===== src/rtl/fetch_mem_if_ooo.sv =====
// Fetch/memory interface: issues tagged instruction reads, collects out-of-order
// answers in a small reorder buffer and hands instructions to issue in program order.

package fetch_mem_if_ooo_pkg;
  localparam int unsigned XLEN      = 32;
  localparam int unsigned ILEN      = 32;
  localparam int unsigned MEM_TAG_W = 4;

  typedef logic [ILEN-1:0] instr_t;

  typedef struct packed {
    logic [XLEN-1:0] pc;
    logic            taken;
    logic [XLEN-1:0] target;
  } prediction_t;

  typedef enum logic [3:0] {
    EXC_INSTR_MISALIGNED   = 4'd0,
    EXC_INSTR_ACCESS_FAULT = 4'd1,
    EXC_ILLEGAL_INSTR      = 4'd2,
    EXC_LOAD_ACCESS_FAULT  = 4'd5
  } except_code_t;

  typedef enum logic [1:0] {
    MEM_ACC_INSTR = 2'd0,
    MEM_ACC_LOAD  = 2'd1,
    MEM_ACC_STORE = 2'd2
  } mem_acc_type_t;

  typedef enum logic [1:0] {
    LS_BYTE = 2'd0,
    LS_HALF = 2'd1,
    LS_WORD = 2'd2
  } ls_size_t;

  typedef struct packed {
    logic [MEM_TAG_W-1:0] tag;
    mem_acc_type_t        acc_type;
    ls_size_t             size;
    logic [XLEN-1:0]      addr;
    logic [XLEN-1:0]      value;
  } mem_req_t;

  typedef struct packed {
    logic [MEM_TAG_W-1:0] tag;
    mem_acc_type_t        acc_type;
    logic [XLEN-1:0]      value;
    logic                 except_raised;
    except_code_t         except_code;
  } mem_ans_t;
endpackage

module fetch_mem_if_ooo
  import fetch_mem_if_ooo_pkg::*;
#(
  parameter int unsigned MAX_OUTSTANDING = 4,
  parameter int unsigned TAG_W           = $clog2(MAX_OUTSTANDING)
) (
  input  logic         clk_i,
  input  logic         rst_i,
  input  logic         flush_i,
  input  logic         fetch_valid_i,
  output logic         fetch_ready_o,
  input  prediction_t  fetch_pred_i,
  output logic         issue_valid_o,
  input  logic         issue_ready_i,
  output instr_t       issue_instr_o,
  output prediction_t  issue_pred_o,
  output logic         issue_except_raised_o,
  output except_code_t issue_except_code_o,
  output logic         mem_valid_o,
  input  logic         mem_ready_i,
  output mem_req_t     mem_req_o,
  input  logic         mem_valid_i,
  output logic         mem_ready_o,
  input  mem_ans_t     mem_ans_i
);

  localparam int unsigned CNT_W = $clog2(MAX_OUTSTANDING + 1);

  typedef struct packed {
    logic         valid;
    logic         done;
    prediction_t  pred;
    instr_t       instr;
    logic         exc;
    except_code_t code;
  } slot_t;

  slot_t            slots [MAX_OUTSTANDING];
  logic [TAG_W-1:0] head;
  logic [TAG_W-1:0] tail;
  logic [TAG_W-1:0] ans_tag;
  logic [CNT_W-1:0] count;
  logic [CNT_W-1:0] out_cnt;
  logic [CNT_W-1:0] out_cnt_next;
  logic             drain;
  logic             full;
  logic             can_req;
  logic             req_fire;
  logic             ans_count;
  logic             ans_store;
  logic             pop;
  logic             unused_tag_bits;

  // out_cnt tracks every unanswered request, including ones orphaned by a flush.
  assign full         = (count == CNT_W'(MAX_OUTSTANDING));
  assign can_req      = !full && !drain && !flush_i && (out_cnt < CNT_W'(MAX_OUTSTANDING));
  assign req_fire     = fetch_valid_i && mem_ready_i && can_req;
  assign ans_count    = mem_valid_i && (mem_ans_i.acc_type == MEM_ACC_INSTR);
  assign ans_tag      = mem_ans_i.tag[TAG_W-1:0];
  assign ans_store    = ans_count && !drain && !flush_i &&
                        slots[ans_tag].valid && !slots[ans_tag].done;
  assign out_cnt_next = out_cnt + CNT_W'(req_fire) - CNT_W'(ans_count);
  assign pop          = issue_valid_o && issue_ready_i;

  assign unused_tag_bits = ^(mem_ans_i.tag >> TAG_W);

  assign fetch_ready_o = mem_ready_i && can_req;
  assign mem_valid_o   = fetch_valid_i && can_req;
  assign mem_ready_o   = 1'b1;

  always_comb begin
    mem_req_o          = '0;
    mem_req_o.tag      = MEM_TAG_W'(tail);
    mem_req_o.acc_type = MEM_ACC_INSTR;
    mem_req_o.size     = LS_WORD;
    mem_req_o.addr     = fetch_pred_i.pc;
    mem_req_o.value    = '0;
  end

  assign issue_valid_o         = slots[head].valid && slots[head].done;
  assign issue_instr_o         = slots[head].instr;
  assign issue_pred_o          = slots[head].pred;
  assign issue_except_raised_o = slots[head].exc;
  assign issue_except_code_o   = slots[head].code;

  // Store, pop and alloc never hit the same slot: a stored slot is not done,
  // a popped slot is done, and an allocated slot is invalid.
  always_ff @(posedge clk_i) begin
    if (rst_i) begin
      for (int i = 0; i < int'(MAX_OUTSTANDING); i++) begin
        slots[i].valid <= 1'b0;
        slots[i].done  <= 1'b0;
      end
      head    <= '0;
      tail    <= '0;
      count   <= '0;
      out_cnt <= '0;
      drain   <= 1'b0;
    end else begin
      out_cnt <= out_cnt_next;
      if (flush_i) begin
        for (int i = 0; i < int'(MAX_OUTSTANDING); i++) begin
          slots[i].valid <= 1'b0;
          slots[i].done  <= 1'b0;
        end
        head  <= '0;
        tail  <= '0;
        count <= '0;
        drain <= (out_cnt_next != '0);
      end else begin
        if (drain && (out_cnt_next == '0)) begin
          drain <= 1'b0;
        end
        if (ans_store) begin
          slots[ans_tag].done  <= 1'b1;
          slots[ans_tag].instr <= mem_ans_i.value[ILEN-1:0];
          slots[ans_tag].exc   <= mem_ans_i.except_raised;
          slots[ans_tag].code  <= mem_ans_i.except_code;
        end
        if (pop) begin
          slots[head].valid <= 1'b0;
          slots[head].done  <= 1'b0;
          head              <= head + TAG_W'(1);
        end
        if (req_fire) begin
          slots[tail].valid <= 1'b1;
          slots[tail].done  <= 1'b0;
          slots[tail].pred  <= fetch_pred_i;
          tail              <= tail + TAG_W'(1);
        end
        count <= count + CNT_W'(req_fire) - CNT_W'(pop);
      end
    end
  end

  // An answer outside drain/flush must target a slot that is waiting for it.
  assert property (@(posedge clk_i) disable iff (rst_i)
    (ans_count && !drain && !flush_i) |-> (slots[ans_tag].valid && !slots[ans_tag].done));

endmodule


===== config.mk =====
export PLATFORM = sky130hd
export DESIGN_NAME = fetch_mem_if_ooo
export DESIGN_NICKNAME = d
export VERILOG_FILES = /design/src/rtl/fetch_mem_if_ooo.sv
export SDC_FILE = /design/constraint.sdc
export NUM_CORES = 1
export LEC_CHECK = 0
export BUFFER_PORTS_ARGS = -buffer_cell sky130_fd_sc_hd__buf_2
export CAP_MARGIN = 20
export CORE_MARGIN = 2
export CORE_UTILIZATION = 35
export CTS_BUF_LIST = sky130_fd_sc_hd__clkbuf_4
export CTS_CLUSTER_DIAMETER = 100
export DETAILED_ROUTE_END_ITERATION = 6
export GPL_ROUTABILITY_DRIVEN = 0
export PLACE_DENSITY = 0.53
export SLEW_MARGIN = 20
export SYNTH_ARGS = -nofsm -noshare
export SYNTH_HDL_FRONTEND = slang
export SYNTH_SLANG_ARGS = --single-unit

===== constraint.sdc =====
create_clock -name clk_i -period 16.92 [get_ports clk_i]
set_clock_uncertainty 0.05 [all_clocks]
set_input_delay 3.384 -clock clk_i [delete_from_list [all_inputs] [get_ports clk_i]]
set_output_delay 3.384 -clock clk_i [all_outputs]
set_load 0.05 [all_outputs]

==> impl_metrics.ini <==
[clocking]
cts_tree = built
clkSinkCount = 429
clk_latency_ps = 840
cts_root_buf = clkbuf_4
cts_made_buffers = 115
hold_buffers = 0
htreeDepth = 3
cts.path.max_buffers = 3
cts_setup_buffers = 0
cts_resized = 0
path_clk_slew_ps = 60

[pwr]
p_sw_uw = 483
p_sw_frac = 0.225
power_frac_seq = 0.539
p_per_area_nw_per_um2 = 102
power_frac_comb = 0.045
peakVddDrop_v = 0.0000593
leakagePower_uw = 0.00716
p_int_uw = 1670
p_clk_frac = 0.415

[synth]
yosysMostFrequentCell = edfxtp_1
ys_ff_latch = 429
ys_top_cells_by_area = edfxtp_1, mux4_2, and2_1, buf_4, dfxtp_1
synth_cell_types = 39
seq_area_frac_synth = 0.695
yosys_warnings = 0
synth_cells = 1019
synth_common_cells = edfxtp_1, and2_1, mux4_2
yosys.area.top_type = edfxtp_1
synth_area_um2 = 18200
synth_edf_count = 408
synth_flop_cell = edfxtp_1
synth_top_area_share = 0.672
synth.avg_cell_area_um2 = 17.9
synth-async-reset-ratio = 0

[status]
status = finished clean

[worst_setup_path]
worst-path-max-fanout = 6
worstPathArrival_ps = 4260
end_kind = output pin
rr_endpoint = count[2]
worstRegToRegCells = 8
r2r_slack_ps = 13670
crit_path_start_kind = primary input
required_ps = 13490
criticalPathCategory = in2out

[sta]
rsz0062_at_grt = no
relSlewSlack = 0.350
setup_viol = 0
max_freq_mhz = 130
layout_min_cycle_time_ps = 7690
finalSetupTns_ps = 0
holdWs_ps = 452
period_share = 0.454
finalMaxSlewViolations = 0
tightest_slew_ps = 975
hold_viol = 0

[detailed_routing]
initialDrtViolationCount = 410
wl_per_cell_um = 17.3
finalWirelength_um = 35700
final_antenna_net_count = 0
drcViolationCount = 0
drt-vias-per-instance = 4.47
drt_first_pass_iters = 6
routed-via-count = 9261

[flow_run]
maxCapViolCount = 0

[final_layout]
multi_input_area_um2 = 4810
synthToLayoutAreaGrowth_pct = 16.2
n_fill_cell = 4779
drive_gt1_frac = 0.407
nets = 1436
seq_area_um2 = 12700

[floorplanning]
num_rows = 83
die-area_um2 = 53900
fp.dieH_um = 232
core_um2 = 51400
io_pins = 293
die_width_um = 232
start_util = 0.355

[global_route]
grt_max_degree = 87
grt_pass1_vias = 9745
grt_pass1_wl_um = 54500
track_usage = 0.134
globalRoute.totalOverflow = 0
antenna_found_initial = 5

[min_path]
holdPathStages = 2
hold_start = slots[3][103]
whs_endpoint = slots[3][103]
hold_path.class = reg2reg

[placement]
hpwl_um = 21300
buffer_ports.inserted = 251
[layer usage]
metal	share of wire	GRT usage	vias up
met5	0.0011	0	-
met4	0.020	0.0561	6
met3	0.072	0.0500	65
met2	0.50	0.222	238
met1	0.41	0.158	4562
li1	-	-	4390
[layout by cell type, fill, tap and decap left out, drive strengths merged]
cell type and n:
bufinv 3, o21ai 2, or2 1, ha 10
dfxtp 21, a21oi 6, conb 39, clkbuf 164
nor3 2, nor4 3, diode 3, and3 6
nand3b 1, nor2 9, xnor2 6, or3b 2
buf 263, o211ai 4, clkinvlp 1, and2 263
clkinv 26, nand2b 5, or4 1, inv 12
a311oi 5, mux4 103, nand2 11, xor2 1
fa 2, nor3b 1, and4 1, o31ai 1
edfxtp 408, nand3 3, a22oi 1, or3 1
[critical path, stage by stage]
cell,delay [ps]
buf_2,140
nor3_1,250
and3_1,210
buf_2,270
[logic make-up (layout without fill, tap and decap cells)]
group,after synthesis,after routing,share of synthesized area
muxes,103,103,0.127
AOI/OAI and AO/OA,19,19,0.00844
DFF,429,429,0.695
buffers and inverters,137,469,0.0496
and+or+nand+nor,310,310,0.107
adders and majority gates,12,12,0.00906
other,2,42,0.000412
xor gates and xnor gates,7,7,0.00336
[flip-flops by register name, summed over array words and instances, names as in the netlist, named ones only]
signal	cells
count	3
drain	1
head	2
out_cnt	3
slots	416
tail	2
[final cells by class]
cell class / count / share of cell area
Multi-Input combinational cell: 490 / 0.227
Tap cell: 680 / 0.0402
Sequential cell: 429 / 0.599
Clock inverter: 32 / 0.00993
Antenna cell: 3 / 0.000355
Inverter: 10 / 0.00177
Timing Repair Buffer: 263 / 0.0636
Clock buffer: 164 / 0.0582
[how the worst max path moves through the flow]
stage                        from            end
final                     flush_i  fetch_ready_o
after global routing      flush_i  fetch_ready_o
after CTS                 flush_i  fetch_ready_o
after detailed placement  flush_i  fetch_ready_o
after global placement    flush_i  fetch_ready_o
after floorplan             rst_i  slots[0][102]
[power groups by stage]
stage | clock network, uW | logic, uW | registers [uW]
final | 893 | 97.4 | 1160
after detailed placement | 0 | 98.5 | 1180
after global placement | 0 | 96.9 | 1180
after global routing | 991 | 104 | 1160
after CTS | 934 | 98.7 | 1160
after floorplan | 0 | 77.0 | 1180
[through the flow]
stage	setup WS (ps)	cells	instance area [um2]	util	total power (uW)
floorplan	8650	1056	18400	-	1260
global placement	9280	1872	19700	0.384	1280
detailed placement	9230	1872	19700	0.384	1280
CTS	9230	2068	21200	0.412	2190
global route	9190	2071	21200	0.412	2250
finish	9230	2071	21200	0.412	2150
Power figures use the tool's default switching activity.
